--- src/rtl/img_pkg.sv ---
// Shared definitions for the pixel ROM streaming path:
// mode codes, luma coefficients and scan FSM encoding.
package img_pkg;

  localparam logic [1:0] MODE_GRAY = 2'd0;
  localparam logic [1:0] MODE_INV  = 2'd1;
  localparam logic [1:0] MODE_BIN  = 2'd2;

  // Coefficients sum to 256 so gray is simply the high byte
  localparam logic [7:0] COEF_R = 8'd77;
  localparam logic [7:0] COEF_G = 8'd150;
  localparam logic [7:0] COEF_B = 8'd29;

  typedef enum logic [1:0] {
    IDLE,
    SCAN,
    DRAIN
  } state_t;

endpackage

--- src/rtl/rgb_to_gray.sv ---
// Combinational RGB888 to 8-bit pixel conversion
// (gray, inverted gray or thresholded binary).
import img_pkg::*;

module rgb_to_gray #(
  parameter logic [7:0] THRESH = 8'd128
) (
  input  logic [23:0] rgb,
  input  logic [1:0]  mode,
  output logic [7:0]  pixel
);

  logic [15:0] sum;
  logic [7:0]  gray;

  always_comb begin
    sum = 16'(COEF_R) * {8'd0, rgb[23:16]}
        + 16'(COEF_G) * {8'd0, rgb[15:8]}
        + 16'(COEF_B) * {8'd0, rgb[7:0]};
    gray = sum[15:8];
    case (mode)
      MODE_INV: pixel = 8'hFF - gray;
      MODE_BIN: pixel = (gray >= THRESH) ? 8'hFF : 8'h00;
      default:  pixel = gray;
    endcase
  end

endmodule

--- src/rtl/rom_gray_streamer.sv ---
// Scans the pixel ROM once per start and streams converted
// pixels over a valid/ready interface with a last flag.
import img_pkg::*;

module rom_gray_streamer #(
  parameter int         HEIGHT = 30,
  parameter int         WIDTH  = 30,
  parameter int         BPP    = 3,
  parameter int         PIXELS = HEIGHT * WIDTH,
  parameter int         ADDR_W = 10,
  parameter logic [7:0] THRESH = 8'd128
) (
  input  logic              clk,
  input  logic              rst,
  input  logic              start,
  input  logic [1:0]        mode,
  output logic [ADDR_W-1:0] rd_addr,
  input  logic [8*BPP-1:0]  rd_data,
  output logic [7:0]        out_data,
  output logic              out_valid,
  input  logic              out_ready,
  output logic              out_last,
  output logic              busy,
  output logic              done
);

  localparam logic [ADDR_W-1:0] LAST_ADDR = ADDR_W'(PIXELS - 1);

  state_t              state, state_n;
  logic [1:0]          mode_q, mode_n;
  logic [ADDR_W-1:0]   addr_n;
  logic [7:0]          data_n;
  logic                valid_n, last_n, busy_n, done_n;
  logic                slot_free, is_last;
  logic [7:0]          pixel;

  rgb_to_gray #(
    .THRESH (THRESH)
  ) u_conv (
    .rgb   (rd_data[23:0]),
    .mode  (mode_q),
    .pixel (pixel)
  );

  assign slot_free = !out_valid || out_ready;
  assign is_last   = (rd_addr == LAST_ADDR);

  always_comb begin
    state_n = state;
    mode_n  = mode_q;
    addr_n  = rd_addr;
    data_n  = out_data;
    valid_n = out_valid;
    last_n  = out_last;
    busy_n  = busy;
    done_n  = 1'b0;
    unique case (state)
      IDLE: begin
        if (start) begin
          state_n = SCAN;
          mode_n  = mode;
          addr_n  = '0;
          busy_n  = 1'b1;
        end
      end
      SCAN: begin
        if (slot_free) begin
          data_n  = pixel;
          valid_n = 1'b1;
          last_n  = is_last;
          if (is_last) state_n = DRAIN;
          else         addr_n  = rd_addr + 1'b1;
        end
      end
      DRAIN: begin
        if (out_valid && out_ready) begin
          valid_n = 1'b0;
          last_n  = 1'b0;
          done_n  = 1'b1;
          busy_n  = 1'b0;
          state_n = IDLE;
        end
      end
      default: state_n = IDLE;
    endcase
  end

  always_ff @(posedge clk or posedge rst) begin
    if (rst) begin
      state     <= IDLE;
      mode_q    <= MODE_GRAY;
      rd_addr   <= '0;
      out_data  <= '0;
      out_valid <= 1'b0;
      out_last  <= 1'b0;
      busy      <= 1'b0;
      done      <= 1'b0;
    end else begin
      state     <= state_n;
      mode_q    <= mode_n;
      rd_addr   <= addr_n;
      out_data  <= data_n;
      out_valid <= valid_n;
      out_last  <= last_n;
      busy      <= busy_n;
      done      <= done_n;
    end
  end

endmodule

--- config.mk ---
export PLATFORM = sky130hd
export DESIGN_NAME = rom_gray_streamer
export DESIGN_NICKNAME = d
export VERILOG_FILES = /design/src/rtl/img_pkg.sv /design/src/rtl/rgb_to_gray.sv /design/src/rtl/rom_gray_streamer.sv
export SDC_FILE = /design/constraint.sdc
export NUM_CORES = 1
export LEC_CHECK = 0
export CELL_PAD_IN_SITES_DETAIL_PLACEMENT = 1
export CELL_PAD_IN_SITES_GLOBAL_PLACEMENT = 1
export CORE_MARGIN = 2
export CORE_UTILIZATION = 30
export CTS_CLUSTER_SIZE = 10
export DETAILED_ROUTE_END_ITERATION = 10
export DONT_BUFFER_PORTS = 1
export PLACE_DENSITY = 0.51
export SKIP_LAST_GASP = 1
export SYNTH_ARGS = -nofsm -noshare
export SYNTH_HDL_FRONTEND = slang
export SYNTH_SLANG_ARGS = --single-unit
--- constraint.sdc ---
create_clock -name clk -period 1.9 [get_ports clk]
set_input_delay 0.475 -clock clk [delete_from_list [all_inputs] [get_ports clk]]
set_output_delay 0.475 -clock clk [all_outputs]
set_load 0.005 [all_outputs]
==> summary.txt <==
status -> complete, but fails checks
failing checks -> setup timing
syn_nets -> 616
R2R Path End -> rd_addr[9]$_DFFE_PP0P_
Final Max Slew Viols -> 0
area of the core -> 14,400 um^2
clk slew on worst S/H paths -> 0.07 ns
Yosys warning count -> 0
endpoint class of the critical path -> register
Cells after Synth -> 444
Nets -> 686
flop2flop setup slack -> -0.06 ns
Tmin final -> 5.96 ns
Final WS setup -> -4.06 ns
Clock Skew -> 0.00902 ns
Critical Path Stages -> 22
Final Instance Area -> 5470 um^2
Worst Hold Class -> in -> async
first-pass GRT wire length -> 18.8 mm
Post-DP Area -> 5160 um^2
worst-case clock buffer depth -> 2
Worst Setup SP -> rd_data[10]
sequential area share after synthesis -> 14.9%
H-tree Lvls -> 1
via count -> 3,216
WL final -> 10.4 mm
slowest CP cell -> fa_1
r2r startpoint -> rd_addr[4]$_DFFE_PP0P_
slowest stage delay, CP -> 0.61 ns
DIE AREA -> 15,500 um^2
Synth area leaders -> fa_1 (25%), ha_1 (25%), dfrtp_1 (15%), inv_1 (8.3%), nor2_1 (2.1%)
P&R area growth vs syn -> 25.4%
GR Util All Layers -> 14.6%
Remaining DRCs -> 0
unrepaired setup endpoints after global routing -> true
Fmax -> 168 MHz
Async SR Flop Fraction -> 100%
clk_lat worst skew -> 0.27 ns
Yosys top cell area share -> 25.2%
Slew @ Worst Pin -> 0.384 ns
Place WS -> -4.46 ns
max_cap viols -> 0
syn_area_per_cell -> 9.83 um^2
initial antenna violation count -> 0
Crit path required time -> 2.09 ns
Routed WL per cell -> 15.0 um
leading cell type in the layout, fill and taps excluded -> inv_1
GP Congestion -> 0.799
commonest cells after routing, fill and taps aside -> inv_1 (90), ha_1 (76), buf_4 (66), fa_1 (55), dfrtp_1 (26)
antenna cells -> 0
initial DRC count -> 40
Chip Width -> 125 um
hold buffer count at CTS -> 0
chip height -> 125 um
GRT overflow -> 0
largest area contributor in the netlist -> fa_1
layout cell share with drive strength beyond 1 -> 23.4%
critical path, cell by cell -> ha_1, ha_4, fa_1, ha_4, inv_2, o21bai_1, a21o_1, xor2_2, fa_1, fa_1, inv_2, fa_1, inv_1, fa_1, ha_4, a21o_1, a41oi_2, o211ai_1, a31oi_1, xnor3_1, nand3b_4, a31oi_4
Core Rows -> 44
Worst Path Buf+Inv -> 3
Mapped Area -> 4370 um^2
maximum fanout along the worst path -> 7
first-pass detailed-route iteration total -> 4
antenna viol nets, final -> 0
io pins -> 52
Filler cells -> 1,613
Setup CP Type -> in -> reg
vias in the first global route -> 3,741
Initial Util -> 30.4%
largest net degree at the start of global routing -> 27
CP top delay family -> adder cells
CTS Buf Count -> 3
TNS Setup -> -32.40 ns
CP startpoint kind -> input port
Setup crit end -> out_data[6]$_DFFE_PP0P_
Buffers on Ports -> 0
Critical Path AT -> 6.14 ns
period utilization -> 314%
synthesized flop and latch total -> 26
Post-synth top flop -> dfrtp_1
most frequent CP cell -> fa_1
CTS tree -> done
DP HPWL -> 9.15 mm
clock root buffer -> clkbuf_16
final hold vios -> 0
Final Setup Violations -> 13
drt via density -> 4.61
normalized max-slew margin -> 74.2%
EDFF count, synth -> 0
Netlist cell types -> 46
hold slack -> 0.153 ns
# clock sinks -> 26
Reg2Reg Depth -> 9
-- synthesized netlist by cell type (all sizes together) (7+ instances only) --
| cell type | count |
|---|---|
| xnor2 | 9 |
| nand2 | 21 |
| o21ai | 19 |
| a31oi | 10 |
| a21o | 7 |
| a21oi | 11 |
| dfrtp | 26 |
| ha | 87 |
| fa | 55 |
| xor2 | 10 |
| nor2 | 25 |
| inv | 97 |
-- area by class of cell --
| class | count | area, um^2 | area share, % |
|---|---|---|---|
| tap | 184 | 230 | 4.21 |
| multi-input combinational | 317 | 3590 | 65.7 |
| timing repair buffer | 69 | 529 | 9.67 |
| clock buffer | 3 | 75.1 | 1.37 |
| inverter | 97 | 364 | 6.65 |
| clock inverter | 1 | 30.0 | 0.549 |
| sequential | 26 | 651 | 11.9 |
-- sequential cells by signal, indices dropped and copies added, names as in the netlist --
name	flops
mode_q	2
done	1
state	2
busy	1
out_data	8
out_last	1
rd_addr	10
out_valid	1
-- through the flow --
step | instances | utilization (%)
CTS | 697 | 37.4
global route | 697 | 38.1
finish | 697 | 38.1
global placement | 686 | 35.9
detailed placement | 686 | 35.9
floorplan | 444 | -
-- kinds of logic after synthesis --
logic type / synth area share (%)
adder cells (fa/ha/maj): 50.2
AO/OA/AOI/OAI: 11.1
flip-flops: 14.9
XOR/XNOR: 4.33
AND/OR/NAND/NOR: 9.63
buffers and inverters: 8.68
multiplexers: 1.15
-- worst min-delay path by stage --
stage	cells after the start	start	end	slack, ns
2_1_floorplan	1	busy$_DFFE_PP0P_	busy$_DFFE_PP0P_	0.47
6_report	2	rst	rd_addr[0]$_DFFE_PP0P_	0.15
4_1_cts	2	rst	rd_addr[7]$_DFFE_PP0P_	0.16
3_5_place_dp	2	rst	rd_addr[7]$_DFFE_PP0P_	0.46
3_3_place_gp	2	rst	rd_addr[7]$_DFFE_PP0P_	0.45
5_1_grt	2	rst	rd_addr[0]$_DFFE_PP0P_	0.17
-- timing repair --
action / 4_1_cts / 5_1_grt
setup buffers: 8 / 1
resized for setup: 14 / 20
setup endpoints to repair: 18 / 18
pin swaps: 23 / 12
-- layer usage --
metal | global-route usage [%] | up-vias | part of all wire (%)
met5 | 0 | - | 0
met4 | 2.51 | 0 | 1.0
met3 | 1.33 | 7 | 2.2
met2 | 26.1 | 29 | 50
met1 | 19.5 | 1581 | 46
li1 | - | 1599 | -
-- worst reg2reg max path: cells and delay by family, from the launching register on --
kind	cells	cell delay, ns
AO/OA/AOI/OAI	1	0.16
buffers and inverters	1	0.14
XOR/XNOR	1	0.14
AND/OR/NAND/NOR	6	1.03
flip-flops	1	0.38
Power is left out: the tool's default activity adds up to more than one toggle a clock period on the data nets, which glitch-free logic cannot reach.
